**src/rtl/mem_pkg.sv**
```systemverilog
// Shared definitions for the load/store unit: op codes, FSM encoding and byte-lane helpers.
package mem_pkg;

  localparam logic [3:0] OP_LB  = 4'd0;
  localparam logic [3:0] OP_LBU = 4'd1;
  localparam logic [3:0] OP_LH  = 4'd2;
  localparam logic [3:0] OP_LHU = 4'd3;
  localparam logic [3:0] OP_LW  = 4'd4;
  localparam logic [3:0] OP_SB  = 4'd5;
  localparam logic [3:0] OP_SH  = 4'd6;
  localparam logic [3:0] OP_SW  = 4'd7;

  typedef enum logic [1:0] {
    StIdle,
    StAccess,
    StWrite,
    StDone
  } state_e;

  // Illegal op or a half/word access not aligned to its size.
  function automatic logic op_fault(input logic [3:0] op, input logic [1:0] lo);
    logic f;
    f = 1'b0;
    if (op > OP_SW) f = 1'b1;
    if ((op == OP_LH || op == OP_LHU || op == OP_SH) && lo[0]) f = 1'b1;
    if ((op == OP_LW || op == OP_SW) && (lo != 2'b00)) f = 1'b1;
    return f;
  endfunction

  function automatic logic [31:0] load_extract(input logic [31:0] word, input logic [1:0] lo,
                                               input logic [3:0] op);
    logic [7:0]  b;
    logic [15:0] h;
    logic [31:0] r;
    b = word[{lo, 3'b000} +: 8];
    h = lo[1] ? word[31:16] : word[15:0];
    case (op)
      OP_LB:   r = {{24{b[7]}}, b};
      OP_LBU:  r = {24'b0, b};
      OP_LH:   r = {{16{h[15]}}, h};
      OP_LHU:  r = {16'b0, h};
      default: r = word;
    endcase
    return r;
  endfunction

  // Replace the addressed lane(s) of the word just read with the store data.
  function automatic logic [31:0] lane_merge(input logic [31:0] word, input logic [1:0] lo,
                                             input logic [3:0] op, input logic [31:0] wdata);
    logic [31:0] m;
    m = word;
    case (op)
      OP_SB: m[{lo, 3'b000} +: 8] = wdata[7:0];
      OP_SH: begin
        if (lo[1]) m[31:16] = wdata[15:0];
        else       m[15:0]  = wdata[15:0];
      end
      OP_SW:   m = wdata;
      default: m = word;
    endcase
    return m;
  endfunction

endpackage

```
**src/rtl/mem_lane_align.sv**
```systemverilog
// Combinational byte-lane logic: load extract/extend and store read-modify-write merge.
module mem_lane_align
  import mem_pkg::*;
(
  input  logic [31:0] word,
  input  logic [1:0]  addr_lo,
  input  logic [3:0]  op,
  input  logic [31:0] wdata,
  output logic [31:0] load_data,
  output logic [31:0] merged_word
);

  always_comb begin
    load_data   = load_extract(word, addr_lo, op);
    merged_word = lane_merge(word, addr_lo, op, wdata);
  end

endmodule

```
**src/rtl/mem_access_unit.sv**
```systemverilog
// Load/store initiator between the MEM stage and a word-only data memory.
module mem_access_unit
  import mem_pkg::*;
#(
  parameter int unsigned ADDR_W = 32,
  parameter int unsigned DATA_W = 32
) (
  input  logic              clock,
  input  logic              reset,
  input  logic              req_valid,
  output logic              req_ready,
  input  logic [31:0]       req_pc,
  input  logic [ADDR_W-1:0] req_addr,
  input  logic [3:0]        req_op,
  input  logic [DATA_W-1:0] req_wdata,
  output logic              resp_valid,
  output logic [DATA_W-1:0] resp_rdata,
  output logic              resp_fault,
  output logic [31:0]       mem_pc,
  output logic [ADDR_W-1:0] mem_address,
  output logic              mem_write_enabled,
  output logic [DATA_W-1:0] mem_write_data,
  input  logic [DATA_W-1:0] mem_read_data
);

  state_e              state_q, state_d;
  logic [31:0]         pc_q, pc_d;
  logic [ADDR_W-1:0]   addr_q, addr_d;
  logic [3:0]          op_q, op_d;
  logic [DATA_W-1:0]   wdata_q, wdata_d;
  logic [DATA_W-1:0]   rdata_q, rdata_d;
  logic [DATA_W-1:0]   merged_q, merged_d;
  logic                fault_q, fault_d;

  logic                accept;
  logic                req_fault;
  logic                busy;
  logic [DATA_W-1:0]   load_data;
  logic [DATA_W-1:0]   merged_word;

  mem_lane_align u_lane_align (
    .word        (mem_read_data),
    .addr_lo     (addr_q[1:0]),
    .op          (op_q),
    .wdata       (wdata_q),
    .load_data   (load_data),
    .merged_word (merged_word)
  );

  assign accept    = req_valid & req_ready;
  assign req_fault = op_fault(req_op, req_addr[1:0]);

  always_comb begin
    state_d  = state_q;
    pc_d     = pc_q;
    addr_d   = addr_q;
    op_d     = op_q;
    wdata_d  = wdata_q;
    rdata_d  = rdata_q;
    merged_d = merged_q;
    fault_d  = fault_q;
    unique case (state_q)
      StIdle, StDone: begin
        state_d = StIdle;
        if (accept) begin
          pc_d    = req_pc;
          addr_d  = req_addr;
          op_d    = req_op;
          wdata_d = req_wdata;
          rdata_d = '0;
          fault_d = req_fault;
          state_d = req_fault ? StDone : StAccess;
        end
      end
      StAccess: begin
        if (op_q == OP_SB || op_q == OP_SH) begin
          merged_d = merged_word;
          state_d  = StWrite;
        end else begin
          if (op_q <= OP_LW) rdata_d = load_data;
          state_d = StDone;
        end
      end
      StWrite: state_d = StDone;
      default: state_d = StIdle;
    endcase
  end

  always_comb begin
    busy              = (state_q == StAccess) || (state_q == StWrite);
    req_ready         = (state_q == StIdle) || (state_q == StDone);
    resp_valid        = (state_q == StDone);
    resp_rdata        = resp_valid ? rdata_q : '0;
    resp_fault        = resp_valid & fault_q;
    mem_address       = busy ? {addr_q[ADDR_W-1:2], 2'b00} : '0;
    mem_pc            = busy ? pc_q : '0;
    // Gated by reset so an abandoned access never commits a write.
    mem_write_enabled = !reset && (((state_q == StAccess) && (op_q == OP_SW)) ||
                                   (state_q == StWrite));
    mem_write_data    = '0;
    if (state_q == StAccess && op_q == OP_SW) mem_write_data = wdata_q;
    else if (state_q == StWrite)              mem_write_data = merged_q;
  end

  always_ff @(posedge clock) begin
    if (reset) begin
      state_q  <= StIdle;
      pc_q     <= '0;
      addr_q   <= '0;
      op_q     <= '0;
      wdata_q  <= '0;
      rdata_q  <= '0;
      merged_q <= '0;
      fault_q  <= 1'b0;
    end else begin
      state_q  <= state_d;
      pc_q     <= pc_d;
      addr_q   <= addr_d;
      op_q     <= op_d;
      wdata_q  <= wdata_d;
      rdata_q  <= rdata_d;
      merged_q <= merged_d;
      fault_q  <= fault_d;
    end
  end

endmodule

```
**config.mk**
```make
export PLATFORM = sky130hd
export DESIGN_NAME = mem_access_unit
export DESIGN_NICKNAME = d
export VERILOG_FILES = /design/src/rtl/mem_pkg.sv /design/src/rtl/mem_lane_align.sv /design/src/rtl/mem_access_unit.sv
export SDC_FILE = /design/constraint.sdc
export NUM_CORES = 1
export LEC_CHECK = 0
export CAP_MARGIN = 5
export CORE_ASPECT_RATIO = 0.5
export CORE_MARGIN = 5
export CORE_UTILIZATION = 40
export CTS_CLUSTER_DIAMETER = 50
export DETAILED_ROUTE_END_ITERATION = 12
export GPL_TIMING_DRIVEN = 0
export PLACE_DENSITY = 0.7
export SETUP_SLACK_MARGIN = 0.15
export SLEW_MARGIN = 15
export SYNTH_ARGS = -nofsm -noshare
export SYNTH_HDL_FRONTEND = slang
export SYNTH_SLANG_ARGS = --single-unit
```
**constraint.sdc**
```tcl
create_clock -name clock -period 2.3 [get_ports clock]
set_input_delay 0.46 -clock clock [delete_from_list [all_inputs] [get_ports clock]]
set_output_delay 0.46 -clock clock [all_outputs]
set_load 0.01 [all_outputs]
```
==> results.md <==
- Die ar.: 0.0244 mm²
- Total GRT Usage: 0.276
- Hold wc startpoint: rdata_q[4]
- Worst slew pin tran: 812 ps
- H-Tree Level Count: 4
- Post-Synthesis Cells: 1181
- Cell row count: 37
- CTS max path bufs: 2
- Final setup viols: 33
- Critical path peak fanout: 6
- Status: finished with violations
- Hold Path Class: flop to flop
- WL final: 35400 µm
- Slowest CP cell: dfxtp_4
- FFs w/ async S/R, synth: 0
- Synth area leaders: dfxtp_1, nand2_1, a21oi_1
- Failing checks: negative setup slack
- Starting density of the core: 0.409
- RSZ-0062 raised after global routing: yes
- Flops & latches, synth: 167
- WL per Instance: 19.8 µm
- Worst Hold Margin: 441 ps
- CTS sink cnt: 167
- Vias in the first global route: 9309
- First-pass GRT wire length: 53000 µm
- P per Cell Area: 888 mW/mm²
- Worst clock skew: 6.66 ps
- Clock transition at path regs: 60 ps
- Clock share of power: 0.253
- DP HPWL: 25800 µm
- Hold Vio Cnt, Final: 0
- Slew Limit Headroom: 0.459
- Mean area per synthesized cell: 7.17 µm²
- GRT overflow: 0
- I/O pin cnt: 267
- Crit path kind: flop to primary output
- Fin crit share: 1.08
- Crit-path max cell delay: 350 ps
- Drt drc: 0
- Pin count of the biggest net entering global routing: 17
- Register-to-Register Path Depth: 9
- Iter 0 DRT Violations: 801
- R2r setup slk: 180 ps
- Antenna Nets Post-Route: 0
- Synthesis-to-finish area growth: 56.0%
- FILL cells: 1787
- # hold bufs at CTS: 0
- Worst Hold Depth: 2
- CP bufs+invs: 4
- Vias: 9583
- Family with the most delay on the worst path: simple AND/OR/NAND/NOR gates
- Worst EP required: 1840 ps
- Max-cap violations: 0
- Min Clock Period, post-route: 2480 ps
- Post-Syn Area: 0.00847 mm²
- TritonCTS clock tree: yes
- Worst R2R End: merged_q[26]
- Clk root buf: clkbuf_16
- LEAKAGE: 5.16 nW
- Final worst slack: -184 ps
- Switching share of power: 0.368
- RR Startpoint: addr_q[0]
- Clk_lat worst skew: 440 ps
- Critical Path, Cell by Cell: nor2b_4 -> and2_4 -> buf_8 -> and3_4 -> buf_12 -> buf_12 -> nand2_8 -> o21ai_2 -> buf_2
- Fraction of layout instances using a drive strength above 1: 0.253
- Netlist cell types: 45
- CP endpoint kind: primary output
- Height of the die: 113 µm
- Combinational power share: 0.435
- Tot Pwr: 11.7 mW
- GPL Wtd Cong: 0.982
- Type of origin of the critical path: flop
- Vias/cell: 5.36
- Hold endpoint: rdata_q[4]
- Max Slew Vio Count: 0
- Ys Warns: 0
- Sequential Power Share: 0.312
- Floorplan Core Area: 0.0207 mm²
- Post-synth top area share: 0.395
- CP most frequent cell: buf_12
- Critical path arrival: 2020 ps
- Drt first pass iters: 5
- Cts bufs inserted: 17
- Port Buffers: 263
- Initial antenna violation count: 2
- VDD IR max: 0.637 mV
- Final #Nets: 1646
- Seq/Total Area, Yosys: 0.395
- CP startpoint: op_q[2]
- DP Worst Slack: -764 ps
- Die Width: 216 µm
- Number of flops mapped to enable cells by yosys: 0
- Primary FF master, synth: dfxtp_1
- Net switching power: 4.31 mW
- Max Clk Rate: 0.403 GHz
- Area leader, netlist: dfxtp_1
- Cell-internal power: 7.42 mW
==> power groups by stage <==
| stage | combinational (mW) | clock, mW | sequential (mW) |
|---|---|---|---|
| after detailed placement | 3.37 | 0 | 3.64 |
| after global routing | 5.49 | 3.14 | 3.69 |
| final | 5.10 | 2.97 | 3.65 |
| after floorplan | 2.04 | 0 | 3.51 |
| after global placement | 3.32 | 0 | 3.62 |
| after CTS | 4.55 | 3.01 | 3.61 |
==> layout make-up <==
type / count / area [µm²] / area share
flip-flops and latches: 167 / 3360 / 0.255
clock buffers: 20 / 457 / 0.0346
diodes: 1 / 2.50 / 0.000190
inverters: 8 / 36.3 / 0.00275
plain buffers: 100 / 734 / 0.0556
repair buffers: 303 / 2790 / 0.211
clock inverters: 11 / 148 / 0.0112
multi-input cells: 906 / 5330 / 0.404
well taps: 273 / 342 / 0.0259
==> how the worst max path moves through the flow <==
stage / cells after the start / end
after global placement: 9 / mem_write_data[31]
after CTS: 9 / mem_write_data[30]
after floorplan: 7 / mem_write_data[14]
after detailed placement: 9 / mem_write_data[31]
after global routing: 9 / mem_write_data[5]
final: 9 / mem_write_data[31]
==> cell usage after synthesis (7+ instances only) <==
library cell / count
nand2_1: 317
dfxtp_1: 167
a21oi_1: 158
nor2b_1: 98
clkbuf_1: 74
nor2_1: 73
o21ai_0: 41
and2_1: 37
nor3_1: 33
o21ai_1: 33
mux2i_1: 28
a211oi_1: 21
buf_2: 18
a221oi_1: 9
ha_1: 8
o221ai_1: 7
o22ai_1: 7
==> layout by cell type, fill, tap and decap left out, types with 29 or more instances in the layout <==
master,n
nand2_1,295
dfxtp_1,161
a21oi_1,157
clkdlybuf4s50_1,133
nor2_1,72
buf_2,71
buf_6,60
nor2b_1,55
clkbuf_1,43
nor2b_4,41
clkbuf_2,39
o21ai_1,33
nor3_1,32
and2_1,29
==> worst register-to-register path, stage by stage (launching register included) <==
cell and delay (ps):
dfxtp_4 370, buf_6 140, clkinvlp_4 180, ha_4 300, nor4bb_2 310, buf_4 230, a21oi_1 90, o32ai_2 150
nor2_2 110, nor3_2 170
==> routing by layer <==
metal | vias up | GRT usage | share of wire
met1 | 4574 | 0.370 | 0.44
met3 | 53 | 0.0837 | 0.083
met5 | - | 0 | 0
met2 | 377 | 0.431 | 0.45
li1 | 4579 | - | -
met4 | 0 | 0.0852 | 0.023
==> logic make-up after synthesis <==
group | count (synthesis) | share of synthesized area
buf+inv | 109 | 0.0554
fa+ha+maj | 8 | 0.0118
compound gates | 289 | 0.192
xor+xnor | 1 | 0.00103
mux | 31 | 0.0371
simple gates | 575 | 0.307
flops | 167 | 0.395
other cells | 1 | 0.000443
==> state kept, by name, indices dropped and copies added, names as in the netlist <==
signal    count
addr_q       32
merged_q     32
fault_q       1
state_q       2
rdata_q      32
op_q          4
wdata_q      32
pc_q         32
==> what timing repair did <==
action | 4_1_cts | 5_1_grt
pin swaps | 7 | 12
gates resized for setup | 637 | 227
gates cloned | 9 | 5
buffers inserted | 18 | 8
setup endpoints to repair | 263 | 193
==> through the flow <==
stage | instances | utilization | area, µm² | TNS [ps]
after floorplan | 1182 | - | 8470 | 0
after global placement | 1718 | 0.553 | 11400 | -61920
after detailed placement | 1718 | 0.553 | 11400 | -67190
after CTS | 1776 | 0.603 | 12500 | -4890
after global routing | 1789 | 0.638 | 13200 | -7040
final | 1789 | 0.638 | 13200 | -4590
(Power assumes the default switching activity.)
